`src/rtl/conv3x3_mac_pipe.sv`:
```
// 3x3 signed convolution MAC: a three-stage pipeline (multiply, accumulate plus bias,
// requantise), with writable kernel and bias registers and an output frame counter.
module conv3x3_mac_pipe #(
  parameter int ACC_W = 20
) (
  input  logic              clk,
  input  logic              rst_n,
  input  logic              valid_in,
  input  logic signed [7:0] win0,
  input  logic signed [7:0] win1,
  input  logic signed [7:0] win2,
  input  logic signed [7:0] win3,
  input  logic signed [7:0] win4,
  input  logic signed [7:0] win5,
  input  logic signed [7:0] win6,
  input  logic signed [7:0] win7,
  input  logic signed [7:0] win8,
  input  logic              w_load,
  input  logic [3:0]        w_addr,
  input  logic signed [7:0] w_data,
  input  logic              b_load,
  input  logic signed [15:0] b_data,
  input  logic [3:0]        shift,
  input  logic              relu_en,
  input  logic [7:0]        img_width,
  input  logic [7:0]        img_height,
  output logic signed [7:0] data_out,
  output logic              valid_out,
  output logic              frame_done
);

  localparam int N_TAPS = 9;
  localparam logic signed [ACC_W-1:0] SAT_MAX = ACC_W'(127);
  localparam logic signed [ACC_W-1:0] SAT_MIN = ACC_W'(-128);

  logic signed [7:0]       win    [N_TAPS];
  logic signed [7:0]       weight [N_TAPS];
  logic signed [15:0]      bias;

  logic                    v1;
  logic signed [15:0]      prod   [N_TAPS];
  logic                    v2;
  logic signed [ACC_W-1:0] acc;
  logic [15:0]             frame_cnt;

  assign win[0] = win0;
  assign win[1] = win1;
  assign win[2] = win2;
  assign win[3] = win3;
  assign win[4] = win4;
  assign win[5] = win5;
  assign win[6] = win6;
  assign win[7] = win7;
  assign win[8] = win8;

  // NOTE: the kernel is a small register file, not RAM, so it is reset like any other
  // flop; after reset every tap reads 0.
  always_ff @(posedge clk or negedge rst_n) begin
    if (!rst_n) begin
      for (int i = 0; i < N_TAPS; i++) weight[i] <= '0;
      bias <= '0;
    end else begin
      if (w_load && (w_addr < 4'd9)) weight[w_addr] <= w_data;
      if (b_load) bias <= b_data;
    end
  end

  // Stage 1: the products use the weights held before this edge, so a kernel write in
  // the same cycle only affects later windows.
  always_ff @(posedge clk or negedge rst_n) begin
    if (!rst_n) begin
      v1 <= 1'b0;
      for (int i = 0; i < N_TAPS; i++) prod[i] <= '0;
    end else begin
      v1 <= valid_in;
      if (valid_in) begin
        for (int i = 0; i < N_TAPS; i++) prod[i] <= win[i] * weight[i];
      end
    end
  end

  // Stage 2: sum the products and the bias at full accumulator width.
  logic signed [ACC_W-1:0] sum_c;

  // NOTE: combinational blocks use blocking '=' and assign a default first, so no
  // latch is inferred and later statements see the updated value.
  always_comb begin
    sum_c = {{(ACC_W-16){bias[15]}}, bias};
    for (int i = 0; i < N_TAPS; i++) begin
      sum_c = sum_c + {{(ACC_W-16){prod[i][15]}}, prod[i]};
    end
  end

  always_ff @(posedge clk or negedge rst_n) begin
    if (!rst_n) begin
      v2  <= 1'b0;
      acc <= '0;
    end else begin
      v2 <= v1;
      if (v1) acc <= sum_c;
    end
  end

  // Stage 3: round half up, arithmetic shift, optional ReLU, saturate to int8.
  logic [ACC_W-1:0]        rnd_add_c;
  logic signed [ACC_W-1:0] round_c;
  logic signed [ACC_W-1:0] shifted_c;
  logic signed [ACC_W-1:0] clip_c;
  logic signed [7:0]       sat_c;

  always_comb begin
    rnd_add_c = ({{(ACC_W-1){1'b0}}, 1'b1} << shift) >> 1;
    round_c   = acc + rnd_add_c;
    shifted_c = round_c >>> shift;
    clip_c    = shifted_c;
    if (relu_en && shifted_c[ACC_W-1]) clip_c = '0;
    sat_c = clip_c[7:0];
    if (clip_c > SAT_MAX)      sat_c = 8'sd127;
    else if (clip_c < SAT_MIN) sat_c = -8'sd128;
  end

  always_ff @(posedge clk or negedge rst_n) begin
    if (!rst_n) begin
      valid_out <= 1'b0;
      data_out  <= '0;
    end else begin
      valid_out <= v2;
      if (v2) data_out <= sat_c;
    end
  end

  // Frame counter advances with each result leaving stage 3; a zero-sized map disables it.
  logic [15:0] frame_total_c;
  assign frame_total_c = {8'd0, img_width} * {8'd0, img_height};

  always_ff @(posedge clk or negedge rst_n) begin
    if (!rst_n) begin
      frame_cnt  <= '0;
      frame_done <= 1'b0;
    end else begin
      frame_done <= 1'b0;
      if (v2) begin
        if (frame_total_c == 16'd0) begin
          frame_cnt <= '0;
        end else if (frame_cnt + 16'd1 == frame_total_c) begin
          frame_cnt  <= '0;
          frame_done <= 1'b1;
        end else begin
          frame_cnt <= frame_cnt + 16'd1;
        end
      end
    end
  end

endmodule

```
`config.mk`:
```
export PLATFORM = sky130hd
export DESIGN_NAME = conv3x3_mac_pipe
export DESIGN_NICKNAME = d
export VERILOG_FILES = /design/src/rtl/conv3x3_mac_pipe.sv
export SDC_FILE = /design/constraint.sdc
export NUM_CORES = 2
export LEC_CHECK = 0
export CAP_MARGIN = 20
export CORE_MARGIN = 2
export CORE_UTILIZATION = 65
export CTS_BUF_LIST = sky130_fd_sc_hd__clkbuf_16
export CTS_CLUSTER_DIAMETER = 200
export DETAILED_ROUTE_END_ITERATION = 8
export PLACE_DENSITY = 0.9
export SLEW_MARGIN = 25
export SYNTH_ARGS = -nofsm -noshare
export SYNTH_HDL_FRONTEND = slang
export SYNTH_SLANG_ARGS = --single-unit
```
`constraint.sdc`:
```
create_clock -name clk -period 8.95 [get_ports clk]
set_input_delay 2.685 -clock clk [delete_from_list [all_inputs] [get_ports clk]]
set_output_delay 2.685 -clock clk [all_outputs]
set_load 0.05 [all_outputs]
```
==> impl_results.md <==
- Largest net degree at the start of global routing: 153
- PostCTS Resize Cnt: 0
- RSZ-0062 raised after global routing: no
- First-pass GRT wire length: about 170000 um
- First-pass iteration count of the detailed router: 7
- Die ar.: between 60000 and 70000 um2
- Syn_nets: between 5000 and 6000
- Initial antenna violation count: 4
- Number of unique standard cell types used by synthesis: just over 80
- Count leader, synth: inv_1
- Number of global-route vias before repair: between 30000 and 40000
- DR iter-0 viols: 2162
- Detailed Place HPWL: 78750 um
- Critical Path Fanout Max: 8
- Type of origin of the critical path: input port
- Post-layout min period: about 8000 ps
- Synth Area in XOR/XNOR: 0.04385
- Crit path cell chain: clkdlybuf4s50_1 > nand2_1 > fa_1 > fa_1 > inv_1 > fa_1 > inv_1 > fa_1 > inv_1 > ha_1 > inv_1 > o21bai_1 > a21oi_1 > o21a_1 > o311ai_0 > xnor2_1 > nand4bb_1 > nor3_1 > nor3_1 > buf_4 > mux2_2
- Status: completed
- Final setup viols: 0
- Multi-input gate area: between 30000 and 40000 um2
- Synth area leaders: fa_1 (33%), dfrtp_1 (17%), ha_1 (10%)
- Post-CTS Hold Fix Bufs: 0
- Yosys Warn Count: 0
- Effective utilization at floorplan: 0.6559
- Layout fillers: 4010
- Row Count: just over 90
- Worst skew pair latency: between 500 and 600 ps
- Min-delay src: data_out[4]
- Worst path slowest cell: clkdlybuf4s50_1
- Post-synthesis adder-cell area fraction: 0.4331
- Final Cycle Share: 0.8935
- Avg WL per Cell: just over 20 um
- Clk buf depth: 3
- Postcts setup bufs: 0
- Primary FF master, synth: dfrtp_1
- Yosys reg bits: between 200 and 300
- Combinational family with the most area after synthesis: adder cells
- Post-synth top cells: inv_1 (818), fa_1 (664), and2_1 (370)
- Clock Skews: around 36 ps
- Clk sink count: between 200 and 300
- Crit. End Element: flop
- # IOs: around 140
- Via density: ~5.9
- Simple-gate share of the synthesized area: 0.1313
- Vias: between 20000 and 30000
- Max-Cap Viols: 0
- Worst min path class: flop to flop
- CTS Root Cell: clkbuf_16
- CTS Buf Count: 35
- Cells after synthesis: between 4000 and 5000
- Global Route Usage Sum: 0.3328
- Crit path DAT: between 8000 and 9000 ps
- Synth top area share: 0.3290
- DRC: 0
- Final nets: roughly 5300
- Slew Limit Headroom: 0.2640
- Share of layout cells above drive strength 1: 0.07058
- Final GP Congestion: between 0.9 and 1
- Storage cell area: around 7000 um2
- Setup TNS: 0 ps
- CTS tree: done
- Post-synthesis compound-gate area fraction: 0.07442
- Setup Crit Path Kind: input port to flop
- Area leader, netlist: fa_1
- Post-Synthesis Cell Area: 40400 um2
- Maximum clock rate: roughly 130 MHz
- Die Height: roughly 250 um
- Antenna-violating nets left: 0
- Share of synthesized area spent on multiplexers: 0.06024
- Post-Route WL: 101400 um
- Max incr delay on CP: 680 ps
- Clock transition at path regs: approximately 50 ps
- Overflow left after global routing: 0
- CTS HTree Levels: 2
- Worst EP required: 9430 ps
- Die X: approximately 250 um
- Port buffer count: approximately 140
- Max Slew Vio Count: 0
- Async set-reset flop share out of synthesis: 1.000
- Core footprint: around 62000 um2
- Post-synthesis sequential area ratio: 0.1734
- Worst reg2reg startpoint: prod[50]
- Synthesized area per cell: approximately 10 um2
- Final Hold Fails: 0
- Slew @ Worst Pin: about 1100 ps
- Number of flops mapped to enable cells by yosys: 0
- Critical path startpoint: img_width[3]
- Area Growth Syn to Fin: 8.483%
==> area by class of cell <==
| type | instances | area share |
|---|---|---|
| sequential | 280 | 0.1599 |
| timing repair buffer | 156 | 0.03586 |
| tap | 837 | 0.02390 |
| inverter | 821 | 0.07032 |
| clock buffer | 35 | 0.01998 |
| antenna | 2 | 0.0001142 |
| multi-input combinational | 2876 | 0.6849 |
| clock inverter | 26 | 0.005110 |
==> placed cells by master (no fill, tap or decap), drive strengths merged, types with 6 or more instances in the layout <==
cell | synthesis | routed
a22o | 12 | 12
a211oi | 14 | 14
nand3 | 25 | 25
nor4 | 9 | 9
xnor2 | 158 | 158
and3 | 20 | 20
nor3b | 9 | 9
o22a | 7 | 7
nand2b | 77 | 77
a21o | 50 | 50
o41ai | 6 | 6
nand2 | 303 | 303
o21bai | 17 | 17
or3 | 9 | 9
fa | 664 | 664
ha | 336 | 336
o31ai | 20 | 20
o211ai | 19 | 19
o311ai | 6 | 6
nor3 | 50 | 50
xor2 | 34 | 34
a21oi | 104 | 104
buf | 11 | 23
dfrtp | 280 | 280
clkdlybuf4s50 | 0 | 133
clkbuf | 67 | 35
o21a | 7 | 7
clkinv | 1 | 13
o21ai | 125 | 125
a21boi | 18 | 18
nor2 | 84 | 84
and2 | 371 | 371
nand3b | 7 | 7
mux2i | 17 | 17
nor2b | 26 | 26
mux2 | 195 | 195
inv | 820 | 829
==> flip-flops by register name, indices dropped and copies added, names as in the netlist <==
signal / flops
prod: 144
data_out: 8
valid_out: 1
frame_done: 1
v2: 1
v1: 1
bias: 16
acc: 20
weight: 72
frame_cnt: 16
==> logic make-up (layout without fill, tap and decap cells) <==
group / after synthesis / in the layout
AOI/OAI and AO/OA: 456 / 456
xor gates and xnor gates: 196 / 196
adders and majority gates: 1000 / 1000
buffers and inverters: 899 / 1038
DFF: 280 / 280
muxes: 215 / 215
other: 0 / 2
and+or+nand+nor: 1009 / 1009
==> worst max-delay path: cells and delay by family <==
family | cells | cell delay [ps]
xor gates and xnor gates | 1 | 210
muxes | 1 | 150
buffers and inverters | 6 | 1150
AOI/OAI and AO/OA | 4 | 1080
and+or+nand+nor | 4 | 910
adders and majority gates | 5 | 2290
==> final timing paths <==
kind / cells past startpoint / to / slack (ps)
min reg2reg: 1 / data_out[4] / 500
max in group asynchronous: 4 / prod[73] / 5310
min in group asynchronous: 2 / acc[1] / 2120
max: 21 / frame_cnt[0] / 950
min: 1 / data_out[4] / 500
max reg2reg: 21 / acc[19] / 2660
==> metal layers <==
layer	up-vias	global-route usage	routed length (um)
met5	-	0	15
met4	2	0.2076	7300
met3	470	0.05315	7001
met2	1304	0.5533	49900
met1	14850	0.4079	37220
li1	12990	-	-
==> per-stage QoR <==
stage / setup slack (ps) / area (um2) / cells / hold WS, ps / utilization
5_1_grt: 644.4 / 43820 / 5031 / 519.0 / 0.7114
3_3_place_gp: 588.5 / 42660 / 4968 / 477.6 / 0.6926
4_1_cts: 1002 / 43760 / 5029 / 501.1 / 0.7104
3_5_place_dp: 450.0 / 42660 / 4968 / 487.1 / 0.6926
6_report: 953.4 / 43830 / 5033 / 495.8 / 0.7115
2_1_floorplan: 1473 / 40400 / 4055 / 351.9 / -
Power is not shown: default switching activity piles up to over one toggle a cycle in this logic, so the estimate is an artifact.
